**src/rtl/demux4x32_stream_if.sv**
```systemverilog
// Stream bundle for demux4x32_stream: one producer-side input word plus
// N_OUTPUTS consumer-side output slots with their delivered-word counters.
interface demux4x32_stream_if #(
  parameter int N_OUTPUTS   = 4,
  parameter int DATA_WIDTH  = 32,
  parameter int COUNT_WIDTH = 16
);
  localparam int SEL_WIDTH = (N_OUTPUTS > 1) ? $clog2(N_OUTPUTS) : 1;

  logic                             in_valid;
  logic                             in_ready;
  logic [DATA_WIDTH-1:0]            in_data;
  logic [SEL_WIDTH-1:0]             in_sel;
  logic                             in_bcast;
  logic [N_OUTPUTS-1:0]             out_valid;
  logic [N_OUTPUTS-1:0]             out_ready;
  logic [N_OUTPUTS*DATA_WIDTH-1:0]  out_data;
  logic [N_OUTPUTS*COUNT_WIDTH-1:0] out_count;
  logic                             sel_err;

  // master is the producer/consumer environment, slave is the demux itself
  modport master (
    output in_valid, in_data, in_sel, in_bcast, out_ready,
    input  in_ready, out_valid, out_data, out_count, sel_err
  );

  modport slave (
    input  in_valid, in_data, in_sel, in_bcast, out_ready,
    output in_ready, out_valid, out_data, out_count, sel_err
  );
endinterface

```
**src/rtl/demux4x32_stream.sv**
```systemverilog
// 1-to-N registered stream demultiplexer: each input word goes to one channel
// (or every channel on broadcast), each channel holding one word behind valid/ready.
module demux4x32_stream #(
  parameter int N_OUTPUTS   = 4,
  parameter int DATA_WIDTH  = 32,
  parameter int COUNT_WIDTH = 16
) (
  input logic               clk,
  input logic               reset,
  demux4x32_stream_if.slave bus
);
  logic [N_OUTPUTS-1:0]                  valid_q, valid_d;
  logic [N_OUTPUTS-1:0][DATA_WIDTH-1:0]  data_q, data_d;
  logic [N_OUTPUTS-1:0][COUNT_WIDTH-1:0] count_q, count_d;
  logic                                  sel_err_q, sel_err_d;

  logic [N_OUTPUTS-1:0] chan_free;
  logic [N_OUTPUTS-1:0] chan_drain;
  logic [N_OUTPUTS-1:0] sel_hit;
  logic [N_OUTPUTS-1:0] chan_target;
  logic [N_OUTPUTS-1:0] chan_load;
  logic                 sel_in_range;
  logic                 in_ready_c;
  logic                 accept;

  // A slot is free when empty or being emptied this cycle, which lets a new
  // word replace a departing one for full per-channel throughput.
  always_comb begin
    chan_free  = ~valid_q | bus.out_ready;
    chan_drain = valid_q & bus.out_ready;
    sel_hit    = '0;
    for (int i = 0; i < N_OUTPUTS; i++) begin
      sel_hit[i] = (int'(bus.in_sel) == i);
    end
    sel_in_range = |sel_hit;
    chan_target  = bus.in_bcast ? {N_OUTPUTS{1'b1}} : sel_hit;
  end

  // Out-of-range unicast is always accepted so the producer never stalls on it.
  always_comb begin
    in_ready_c = 1'b1;
    if (reset) begin
      in_ready_c = 1'b0;
    end else if (bus.in_bcast) begin
      in_ready_c = &chan_free;
    end else if (sel_in_range) begin
      in_ready_c = |(sel_hit & chan_free);
    end
    accept    = bus.in_valid && in_ready_c;
    chan_load = accept ? chan_target : '0;
    sel_err_d = accept && !bus.in_bcast && !sel_in_range;
  end

  always_comb begin
    valid_d = valid_q;
    data_d  = data_q;
    count_d = count_q;
    for (int i = 0; i < N_OUTPUTS; i++) begin
      valid_d[i] = chan_load[i] | (valid_q[i] & ~chan_drain[i]);
      if (chan_load[i]) begin
        data_d[i] = bus.in_data;
      end
      count_d[i] = count_q[i] + {{(COUNT_WIDTH-1){1'b0}}, chan_drain[i]};
    end
  end

  always_ff @(posedge clk) begin
    if (reset) begin
      valid_q   <= '0;
      data_q    <= '0;
      count_q   <= '0;
      sel_err_q <= 1'b0;
    end else begin
      valid_q   <= valid_d;
      data_q    <= data_d;
      count_q   <= count_d;
      sel_err_q <= sel_err_d;
    end
  end

  assign bus.in_ready  = in_ready_c;
  assign bus.out_valid = valid_q;
  assign bus.out_data  = data_q;
  assign bus.out_count = count_q;
  assign bus.sel_err   = sel_err_q;
endmodule

```
**src/flat_wrapper.sv**
```systemverilog
// flat-port wrapper written by rule: the top's interface ports become plain ports
module demux4x32_stream_flat 
#(
  parameter int N_OUTPUTS   = 4,
  parameter int DATA_WIDTH  = 32,
  parameter int COUNT_WIDTH = 16
)
  (clk, reset, bus_in_valid, bus_in_data, bus_in_sel, bus_in_bcast, bus_out_ready, bus_in_ready, bus_out_valid, bus_out_data, bus_out_count, bus_sel_err);
  demux4x32_stream_if #(.N_OUTPUTS(N_OUTPUTS), .DATA_WIDTH(DATA_WIDTH), .COUNT_WIDTH(COUNT_WIDTH)) bus_i ();
  input logic clk;
  input logic reset;
  input wire logic [$bits(bus_i.in_valid)-1:0] bus_in_valid;
  input wire logic [$bits(bus_i.in_data)-1:0] bus_in_data;
  input wire logic [$bits(bus_i.in_sel)-1:0] bus_in_sel;
  input wire logic [$bits(bus_i.in_bcast)-1:0] bus_in_bcast;
  input wire logic [$bits(bus_i.out_ready)-1:0] bus_out_ready;
  output wire logic [$bits(bus_i.in_ready)-1:0] bus_in_ready;
  output wire logic [$bits(bus_i.out_valid)-1:0] bus_out_valid;
  output wire logic [$bits(bus_i.out_data)-1:0] bus_out_data;
  output wire logic [$bits(bus_i.out_count)-1:0] bus_out_count;
  output wire logic [$bits(bus_i.sel_err)-1:0] bus_sel_err;
  assign bus_i.in_valid = bus_in_valid;
  assign bus_i.in_data = bus_in_data;
  assign bus_i.in_sel = bus_in_sel;
  assign bus_i.in_bcast = bus_in_bcast;
  assign bus_i.out_ready = bus_out_ready;
  assign bus_in_ready = bus_i.in_ready;
  assign bus_out_valid = bus_i.out_valid;
  assign bus_out_data = bus_i.out_data;
  assign bus_out_count = bus_i.out_count;
  assign bus_sel_err = bus_i.sel_err;
  demux4x32_stream #(.N_OUTPUTS(N_OUTPUTS), .DATA_WIDTH(DATA_WIDTH), .COUNT_WIDTH(COUNT_WIDTH)) u_core (.clk(clk), .reset(reset), .bus(bus_i));
endmodule
```
**config.mk**
```make
export PLATFORM = sky130hd
export DESIGN_NAME = demux4x32_stream_flat
export DESIGN_NICKNAME = d
export VERILOG_FILES = /design/src/rtl/demux4x32_stream_if.sv /design/src/rtl/demux4x32_stream.sv /design/src/flat_wrapper.sv
export SDC_FILE = /design/constraint.sdc
export NUM_CORES = 1
export LEC_CHECK = 0
export ABC_AREA = 1
export BUFFER_PORTS_ARGS = -buffer_cell sky130_fd_sc_hd__buf_2
export CORE_MARGIN = 2
export CORE_UTILIZATION = 48
export CTS_CLUSTER_SIZE = 40
export DETAILED_ROUTE_END_ITERATION = 7
export HOLD_SLACK_MARGIN = 0.08
export PLACE_DENSITY_LB_ADDON = 0.12
export SLEW_MARGIN = 5
export SYNTH_ARGS = -nofsm -noshare
export SYNTH_HDL_FRONTEND = slang
export SYNTH_SLANG_ARGS = --single-unit
```
**constraint.sdc**
```tcl
create_clock -name clk -period 1.7 [get_ports clk]
set_clock_uncertainty 0.05 [all_clocks]
set_input_delay 0.17 -clock clk [delete_from_list [all_inputs] [get_ports clk]]
set_output_delay 0.17 -clock clk [all_outputs]
set_load 0.05 [all_outputs]
```
==> flow_summary.toml <==
[floorplanning]
fp-row-count = 50
core_area_um2 = 18890
die-area_um2 = 20520
initial_core_util_pct = 49.27
fp.dieH_um = 143.3
ios = 240
die_w_um = 143.3

[synth]
yosysTopAreaCellShare_pct = 42.37
ys_seq_area_share_pct = 42.37
synth_top_cell_by_area = "dfxtp_1"
synth.distinct_cells = 31
synthTopCellsByArea = "dfxtp_1 42%, inv_1 14%, nand2_1 13%, nand4_1 9.0%, nor2_1 8.3%"
syn_nets = 1487
syn_inst = 1437
synth_area_um2 = 9309
avgSynthCellArea_um2 = 6.478
ys_ff_latch = 197
ys_warn_count = 0

[cts]
clk_pin_slew_ns = 0.07
clockBufferDepth = 2
clock_latency_ns = 0.43
cts_made_buffers = 17
clock_sinks = 197
cts_root_buf = "clkbuf_16"
htreeDepth = 4
cts_tree = "built"

[timing]
fin_crit_sh_pct = 105.9
finalMaxSlewViolations = 0
finalHoldViolations = 0
fin_ws_ns = -0.09951
rsz0062_at_grt = "yes"
fin_crit_ns = 1.800
hold_ws_ns = 0.08543
setup_viol = 3
clock.fmax_mhz = 555.7

[setup_path]
critical_path_class = "reg2out"
setup.worst_path.start = "u_core.bus.out_valid[1]"
crit_path_max_incr_delay_ns = 0.35
rr_startpoint = "u_core.bus.out_valid[2]"
path_delay_family = "simple AND/OR/NAND/NOR gates"
worstPathMaxFanout = 3
worstPathCellList = "buf_6 > nand2_4 > nand2_1 > nand3_2 > nor2_4 > nor2_4 > buf_12 > buf_12"
critPathCaptureType = "output port"
rr_worst_depth = 14
cp.arrival_ns = 1.58
slowest_stage = "dfxtp_4"
timing.rr.end = "u_core.bus.out_count[42]"
cp-start-kind = "flip-flop"
worstSetupPathDepth = 8
crit_path_end = "bus_in_ready"
crit_required_ns = 1.48
r2r_slack_ns = -0.04
cp_num_buf_inv = 3

[route]
drtAntennaViolNets = 0
wl_um = 26290
via_per_inst = 4.710
drc = 0
vias = 9289
dr.pass1.iters = 5
first_iter_violations = 519
wire_per_inst_um = 13.33

[final_layout]
final_util_pct = 66.09
n_fill_cell = 1695
fin_area_um2 = 12490
nNetsFinal = 1749
areaGrowthSynthToFinish_pct = 34.14
drive_above_1_share_pct = 25.72

[placed_design]
port_buffers = 239
place_congestion = 0.8338
dp_worst_setup_slack_ns = -0.1002
dpl_cell_area_um2 = 11240
hpwl_um = 16870

[grt]
grtUsageTotal_pct = 24.28
grt-ovfl-total = 0
grt_pass1_wl_um = 40270
grt_antenna_before_repair = 2
grt_max_degree = 83
first_global_vias = 8289

[power_and_ir_drop]
cellPowerDensity_nw_per_um2 = 903.9
power.total_uw = 11290
vdd_drop_max_mv = 0.7268
p_leak_uw = 0.006521

[outcome]
status = "finished, violations left"
violations = "setup timing"

[job]
drv_cap = 0

[min_path]
hold_class = "in2reg"
[power breakdown]
group | switching (uW) | total [uW] | internal, uW
Sequential | 117 | 4930 | 4820
Clock | 1800 | 4040 | 2230
Combinational | 1650 | 2320 | 673
[kinds of logic after synthesis]
logic type / count (synthesis) / share of synthesized area [%]
DFF: 197 / 42.37
other: 1 / 0.04028
AOI/OAI and AO/OA: 68 / 3.777
buffers and inverters: 434 / 18.24
xor gates and xnor gates: 7 / 0.6586
adders and majority gates: 8 / 1.075
and+or+nand+nor: 722 / 33.84
[layout by cell type, fill, tap and decap left out, types with 14 or more instances in the layout]
| master | netlist | routed |
|---|---|---|
| a21oi_1 | 34 | 33 |
| buf_12 | 0 | 16 |
| buf_2 | 15 | 237 |
| buf_4 | 11 | 40 |
| clkbuf_16 | 0 | 21 |
| dfxtp_1 | 197 | 177 |
| dfxtp_2 | 0 | 14 |
| dlygate4sd3_1 | 0 | 15 |
| inv_1 | 353 | 343 |
| inv_2 | 6 | 15 |
| nand2_1 | 332 | 312 |
| nand4_1 | 134 | 134 |
| nor2_1 | 206 | 186 |
| nor3_1 | 21 | 18 |
| o21ai_0 | 27 | 14 |
[synth_stat cells, drive strengths merged]
master and count:
nand2 333, a211oi 1, nor2 207, dfxtp 197, buf 37, conb 1
o21bai 1, clkbuf 37, xor2 6, a31oi 1, ha 8, o21ai 29
clkinv 1, nand3 20, nor3 21, nand4 138, nor4 2, o21a 2
xnor2 1, a21oi 34, inv 359, nand3b 1
[worst min path at each step]
stage,from,to,depth (start not counted)
after floorplan,bus_out_ready[2],u_core.bus.out_valid[2],3
after global placement,u_core.bus.out_count[60],u_core.bus.out_count[60],2
after detailed placement,u_core.bus.out_count[60],u_core.bus.out_count[60],2
after CTS,bus_in_data[17],u_core.bus.out_data[81],5
after global routing,bus_in_data[19],u_core.bus.out_data[115],5
final,bus_in_data[24],u_core.bus.out_data[88],5
[worst register-to-register path, cell delays in order (launching register included)]
cell and delay, ns:
dfxtp_4 0.36, nand2_2 0.05, inv_2 0.05, ha_4 0.14
ha_4 0.14, nand2_4 0.05, nor2_4 0.09, nand2_1 0.06
nor2_2 0.15, nand2_2 0.10, inv_2 0.09, nand2_4 0.07
nor2_4 0.12, nand2_2 0.06, a21oi_2 0.10
[stage by stage]
stage | setup TNS [ns] | cells
floorplan | -0.5281 | 1437
global placement | -0.1562 | 1908
detailed placement | -0.5144 | 1908
CTS | -2.668 | 1959
global route | -9.262 | 1971
finish | -0.1672 | 1972
[metal layers]
metal / vias to the layer above / track usage, % / wire length [um] / part of all wire, %
met5: - / 0 / 12 / 0.046
met4: 2 / 7.637 / 512 / 1.9
met3: 33 / 5.734 / 1946 / 7.4
met2: 297 / 40.44 / 12480 / 47
met1: 4099 / 31.20 / 11340 / 43
li1: 4858 / - / - / -
[final cells by class]
| class | count | area (um^2) | area share, % |
|---|---|---|---|
| multi-input combinational | 806 | 4128 | 33.06 |
| sequential | 197 | 3984 | 31.90 |
| timing repair buffer | 317 | 2107 | 16.87 |
| inverter | 360 | 1354 | 10.84 |
| clock buffer | 22 | 495.5 | 3.968 |
| tap | 260 | 325.3 | 2.605 |
| clock inverter | 9 | 91.34 | 0.7315 |
| antenna | 1 | 2.502 | 0.02004 |
[sequential cells by signal, indices dropped and copies added (netlist names)]
register              count
u_core.bus.out_count     64
u_core.bus.out_data     128
u_core.bus.out_valid      4
u_core.bus.sel_err        1
[repair_timing]
item	in CTS	in global routing
endpoints found under the setup margin	61	153
resized for setup	21	66
gates cloned	0	4
pin swaps	10	23
setup buffers	5	9
endpoints found under the hold margin	30	0
hold buffers	15	0
No activity file was read; power rests on OpenSTA's default activity.
